==> src/rtl/spram_arbiter_pkg.sv <==
// spram_arbiter_pkg: shared widths and encodings for the SPRAM frame-store arbiter
package spram_arbiter_pkg;
  localparam int SPRAM_AW = 15;
  localparam int SPRAM_DW = 12;
  localparam int ROW_W = 8;
  typedef enum logic {IDLE, BURST} state_t;
  typedef enum logic [1:0] {SLOT_NONE, SLOT_RD, SLOT_WR} slot_t;
endpackage

==> src/rtl/spram_rd_return.sv <==
// spram_rd_return: captures SPRAM read data the cycle after issue and presents it registered with column and done
module spram_rd_return
  import spram_arbiter_pkg::*;
#(
  parameter int W = 50
) (
  input  logic                clk,
  input  logic                rst_n,
  input  logic                iss_rd,
  input  logic [ROW_W-1:0]    iss_col,
  input  logic [SPRAM_DW-1:0] spram_rd_data,
  output logic                last,
  output logic                rd_valid,
  output logic [SPRAM_DW-1:0] rd_data,
  output logic [ROW_W-1:0]    rd_col,
  output logic                rd_done
);
  logic                cap_valid;
  logic [SPRAM_DW-1:0] cap_data;
  logic [ROW_W-1:0]    cap_col;
  assign last = cap_valid && cap_col == ROW_W'(W - 1);
  always_ff @(posedge clk)
    if (!rst_n) begin
      cap_valid <= 1'b0;
      cap_data  <= '0;
      cap_col   <= '0;
      rd_valid  <= 1'b0;
      rd_data   <= '0;
      rd_col    <= '0;
      rd_done   <= 1'b0;
    end else begin
      cap_valid <= iss_rd;
      cap_data  <= spram_rd_data;
      cap_col   <= iss_col;
      rd_valid  <= cap_valid;
      rd_data   <= cap_data;
      rd_col    <= cap_col;
      rd_done   <= last;
    end
endmodule

==> src/rtl/spram_arbiter.sv <==
// spram_arbiter: shares one SPRAM between pixel writes and row-burst reads with write anti-starvation
module spram_arbiter
  import spram_arbiter_pkg::*;
#(
  parameter int W            = 50,
  parameter int H            = 40,
  parameter int STARVE_LIMIT = 8
) (
  input  logic                clk,
  input  logic                rst_n,
  input  logic                wr_req,
  input  logic [SPRAM_AW-1:0] wr_addr,
  input  logic [SPRAM_DW-1:0] wr_data,
  output logic                wr_ack,
  output logic                wr_err,
  input  logic                rd_start,
  input  logic [ROW_W-1:0]    rd_row,
  output logic                rd_busy,
  output logic                rd_err,
  output logic                rd_valid,
  output logic [SPRAM_DW-1:0] rd_data,
  output logic [ROW_W-1:0]    rd_col,
  output logic                rd_done,
  output logic [SPRAM_AW-1:0] spram_addr,
  output logic [SPRAM_DW-1:0] spram_wr_data,
  output logic                spram_wre,
  output logic                spram_ce,
  input  logic [SPRAM_DW-1:0] spram_rd_data
);
  localparam int CW = $clog2(STARVE_LIMIT + 1);
  localparam logic [SPRAM_AW:0] DEPTH = (SPRAM_AW + 1)'(W * H);
  if (W < 1 || W > 255 || H < 1 || H > 255 || W * H > 32768 || STARVE_LIMIT < 1) begin : g_param_check
    $error("spram_arbiter: W/H/STARVE_LIMIT out of range");
  end
  state_t              state, state_nx;
  slot_t               slot;
  logic [SPRAM_AW-1:0] base;
  logic [ROW_W-1:0]    issue_col, iss_col;
  logic [CW-1:0]       run_cnt;
  logic                iss_rd, last, wr_pend, wr_bad, rd_ok, issuing, wr_go;
  // a request still high while its ack is visible belongs to the previous slot
  assign wr_pend = wr_req && !wr_ack;
  assign wr_bad  = {1'b0, wr_addr} >= DEPTH;
  assign rd_ok   = rd_start && state == IDLE && rd_row < ROW_W'(H);
  assign issuing = state == BURST && issue_col != ROW_W'(W);
  assign wr_go   = slot == SLOT_WR && !wr_bad;
  assign rd_busy = state == BURST;
  always_ff @(posedge clk)
    if (!rst_n) state <= IDLE;
    else state <= state_nx;
  always_comb
    state_nx = state == IDLE ? (rd_ok ? BURST : IDLE) : (last ? IDLE : BURST);
  always_comb
    slot = state == IDLE ? ((!rd_ok && wr_pend) ? SLOT_WR : SLOT_NONE)
         : !issuing ? SLOT_NONE
         : (wr_pend && run_cnt == CW'(STARVE_LIMIT)) ? SLOT_WR : SLOT_RD;
  always_ff @(posedge clk)
    if (!rst_n) begin
      spram_addr    <= '0;
      spram_wr_data <= '0;
      spram_wre     <= 1'b0;
      spram_ce      <= 1'b0;
      wr_ack        <= 1'b0;
      wr_err        <= 1'b0;
      rd_err        <= 1'b0;
      base          <= '0;
      issue_col     <= '0;
      run_cnt       <= '0;
      iss_rd        <= 1'b0;
      iss_col       <= '0;
    end else begin
      spram_ce  <= slot == SLOT_RD || wr_go;
      spram_wre <= wr_go;
      if (slot == SLOT_RD) spram_addr <= base + SPRAM_AW'(issue_col);
      else if (wr_go) spram_addr <= wr_addr;
      if (wr_go) spram_wr_data <= wr_data;
      wr_ack  <= slot == SLOT_WR;
      wr_err  <= slot == SLOT_WR && wr_bad;
      rd_err  <= rd_start && !rd_ok;
      if (rd_ok) base <= SPRAM_AW'(rd_row) * SPRAM_AW'(W);
      issue_col <= rd_ok ? '0 : slot == SLOT_RD ? issue_col + 1'b1 : issue_col;
      run_cnt   <= (!wr_req || slot == SLOT_WR) ? '0 : slot == SLOT_RD ? run_cnt + 1'b1 : run_cnt;
      iss_rd    <= slot == SLOT_RD;
      iss_col   <= issue_col;
    end
  spram_rd_return #(.W(W)) u_ret (
    .clk          (clk),
    .rst_n        (rst_n),
    .iss_rd       (iss_rd),
    .iss_col      (iss_col),
    .spram_rd_data(spram_rd_data),
    .last         (last),
    .rd_valid     (rd_valid),
    .rd_data      (rd_data),
    .rd_col       (rd_col),
    .rd_done      (rd_done)
  );
endmodule

==> config.mk <==
export PLATFORM = sky130hd
export DESIGN_NAME = spram_arbiter
export DESIGN_NICKNAME = d
export VERILOG_FILES = /design/src/rtl/spram_arbiter_pkg.sv /design/src/rtl/spram_rd_return.sv /design/src/rtl/spram_arbiter.sv
export SDC_FILE = /design/constraint.sdc
export NUM_CORES = 1
export LEC_CHECK = 0
export ABC_AREA = 1
export BUFFER_PORTS_ARGS = -buffer_cell sky130_fd_sc_hd__buf_2
export CORE_MARGIN = 5
export CORE_UTILIZATION = 49
export DETAILED_ROUTE_END_ITERATION = 12
export PLACE_DENSITY = 0.77
export SLEW_MARGIN = 20
export SYNTH_ARGS = -nofsm -noshare
export SYNTH_HDL_FRONTEND = slang
export SYNTH_SLANG_ARGS = --single-unit
==> constraint.sdc <==
create_clock -name clk -period 2.19 [get_ports clk]
set_input_delay 0.1095 -clock clk [delete_from_list [all_inputs] [get_ports clk]]
set_output_delay 0.1095 -clock clk [all_outputs]
set_load 0.005 [all_outputs]
==> key figures <==
Finish
  • Layout cells sized above 1: 22.74%
  • Fillers: 837
  • Antenna Cells: 0
  • Area Overhead vs Synth: 26.51%
  • Nets: 900

STA
  • Final Slew Violations: 0
  • PnR worst setup slack: 0.1445 ns
  • RSZ-0062 raised after global routing: false
  • Pin slew with the least headroom to its limit: 0.4555 ns
  • Slew Limit Headroom: 69.63%
  • Worst Skew: 0.008058 ns
  • Final Cycle Share: 93.40%
  • Setup Viol. Count Final: 0
  • Tmin final: 2.046 ns
  • Final Hold Fails: 0
  • Fmax: 488.9 MHz
  • Hold slack: 0.02727 ns

Power
  • Lkg Pwr: 3.508 nW
  • Maximum vdd ir drop: 0.3479 mV
  • Pwr per Cell Area: 617.2 nW/um^2

Run status
  • Outcome: finished, final reports clean

Clocking
  • Clock sink count: 110
  • Setup repair bufs after CTS: 0
  • Cts bufs inserted: 9
  • Clk buf depth: 2
  • H-tree Lvls: 3
  • CTS clk-pin slew, worst paths: 0.11 ns
  • Clk root buf: clkbuf_8
  • CTS tree: done
  • Worst-Skew Late Latency: 0.37 ns

Critical path
  • Crit-path slowest cell: fa_1
  • CP Data Required Time: 2.46 ns
  • Kind of critical path: input port to register
  • Critical Path Fanout Max: 4
  • Worst path max stage delay: 0.49 ns
  • Crit path arrival time: 2.31 ns
  • Critical path launch point type: input port
  • CP Cell Sequence: buf_2 -> ha_1 -> ha_1 -> inv_1 -> fa_1 -> inv_1 -> ha_4 -> a21oi_2 -> o21ai_2 -> a21oi_1 -> xor2_1 -> a21oi_1
  • Nature of the critical path endpoint: register

Global routing
  • Largest net degree at the start of global routing: 47
  • First-pass GRT wire length: 19630 um
  • GR Util All Layers: 18.69%
  • Initial antenna violation count: 0
  • Number of global-route vias before repair: 4340
  • Total global routing overflow: 0

Synth
  • Yosys reg bits: 110
  • Asr flop ratio synth: 0%
  • Post-synth EDFFs: 0
  • Register area share after synthesis: 43.56%
  • Dominant cell type by area after synthesis: dfxtp_1
  • Top_reg_cell synth: dfxtp_1
  • Synth top area cells: dfxtp_1, nand2_1, ha_1
  • Syn_area_per_cell: 7.777 sq um
  • Share of the synthesized area in the top cell type: 43.56%
  • Synthesis Warnings: 0
  • Synth Cell Area: 5055 sq um
  • Top cells by count, synth: nand2_1, dfxtp_1, inv_1
  • Synth Instances: 650
  • Most frequent cell after synthesis: nand2_1
  • Yosys cell types: 38
  • Net Count, Synth: 746

Routing
  • Final wirelength: 11700 um
  • # DRC: 0
  • DRT Pass-1 Iters: 4
  • Vias/cell: 4.764
  • DR vias: 4502
  • WL/cell: 12.38 um
  • Post-DRT Antenna Nets: 0
  • 1st-iter DRT viols: 298

Die
  • Die Height: 111.6 um
  • Die Wd: 111.6 um
  • Core footprint: 10180 sq um
  • Io pins: 106
  • Starting density of the core: 49.63%
  • Die area: 12450 sq um
  • Core Rows: 37

Placed design
  • Final GP Congestion: 0.8919
  • Place WS: -0.2888 ns
  • DPL Wire Length: 8702 um
  • Port buffer count: 105

Run
  • Max Cap Violations: 0

Hold path
  • Hold Path Class: input port to register
[layer usage]
layer / global-route usage (%) / part of all wire (%)
met1: 23.10 / 44
met5: 0 / 0
met4: 4.623 / 1.8
met3: 3.315 / 5.8
met2: 33.74 / 48
[worst paths after layout]
path	cells after the start	slack [ns]	startpoint	to
min reg2reg	2	0.42	iss_col[7]	u_ret.cap_col[7]
min	3	0.03	wr_data[7]	spram_wr_data[7]
max reg2reg	13	0.21	issue_col[0]	spram_addr[4]
max	12	0.14	rd_row[3]	base[11]
[cell type report]
cell class	count	area (sq um)	share of cell area (%)
Inverter	107	405.4	6.339
Timing Repair Buffer	161	1031	16.12
Clock buffer	10	127.6	1.996
Clock inverter	6	63.81	0.9978
Sequential cell	110	2202	34.44
Tap cell	136	170.2	2.661
Multi-Input combinational cell	415	2395	37.45
[what timing repair did]
item | 4_1_cts | 5_1_grt
endpoints found under the hold margin | 24 | 0
resized for setup | 0 | 3
hold buffers | 24 | 0
endpoints found under the setup margin | 0 | 4
[per-stage QoR]
step | cells | setup TNS, ns | cell area [sq um] | power [mW] | utilization [%]
finish | 945 | 0 | 6395 | 3.947 | 62.79
global placement | 905 | -0.9182 | 5956 | 2.742 | 58.48
detailed placement | 905 | -1.330 | 5956 | 2.768 | 58.48
floorplan | 650 | -0.002941 | 5100 | 2.498 | -
CTS | 945 | 0 | 6387 | 3.981 | 62.71
global route | 945 | 0 | 6395 | 4.171 | 62.79
[critical path: cells and delay by family]
| kind | cells | cell delay (ns) |
|---|---|---|
| adder cells (fa/ha/maj) | 4 | 1.31 |
| AO/OA/AOI/OAI | 4 | 0.51 |
| XOR/XNOR | 1 | 0.16 |
| buffers and inverters | 3 | 0.24 |
[layout by cell type (no fill, tap or decap), types with 4 or more instances in the layout]
master and instances:
dlygate4sd3_1 24, clkbuf_8 9, nor2_1 56, nand2_2 4, fa_1 4, inv_1 103
a21oi_1 23, nand2_1 156, xor2_1 10, ha_1 38, a22o_1 5, o21ai_0 21
a21oi_2 8, nand3_2 6, nor3_1 7, dfxtp_1 110, buf_2 105, o21ai_1 5
buf_4 30, nand3_1 45
[cells by family (layout without fill, tap and decap cells)]
logic type	Yosys count	count (layout)	share of synthesized area, %
adders and majority gates	45	45	11.73
AOI/OAI and AO/OA	69	69	7.921
and+or+nand+nor	290	290	24.85
DFF	110	110	43.56
xor gates and xnor gates	11	11	1.906
buffers and inverters	125	284	10.02
[where the power goes]
part | internal [mW] | total (mW) | switching, mW
clock | 0.447 | 1.18 | 0.732
sequential | 2.05 | 2.08 | 0.0291
combinational | 0.340 | 0.688 | 0.348
total | 2.84 | 3.95 | 1.11
[state kept, by name, summed over array words and instances, names as in the netlist, 4 cells and up]
signal,flops
run_cnt,4
u_ret.cap_col,8
u_ret.rd_data,12
iss_col,8
u_ret.rd_col,8
u_ret.cap_data,12
spram_addr,15
spram_wr_data,12
issue_col,8
base,13
Power figures use the tool's default switching activity.
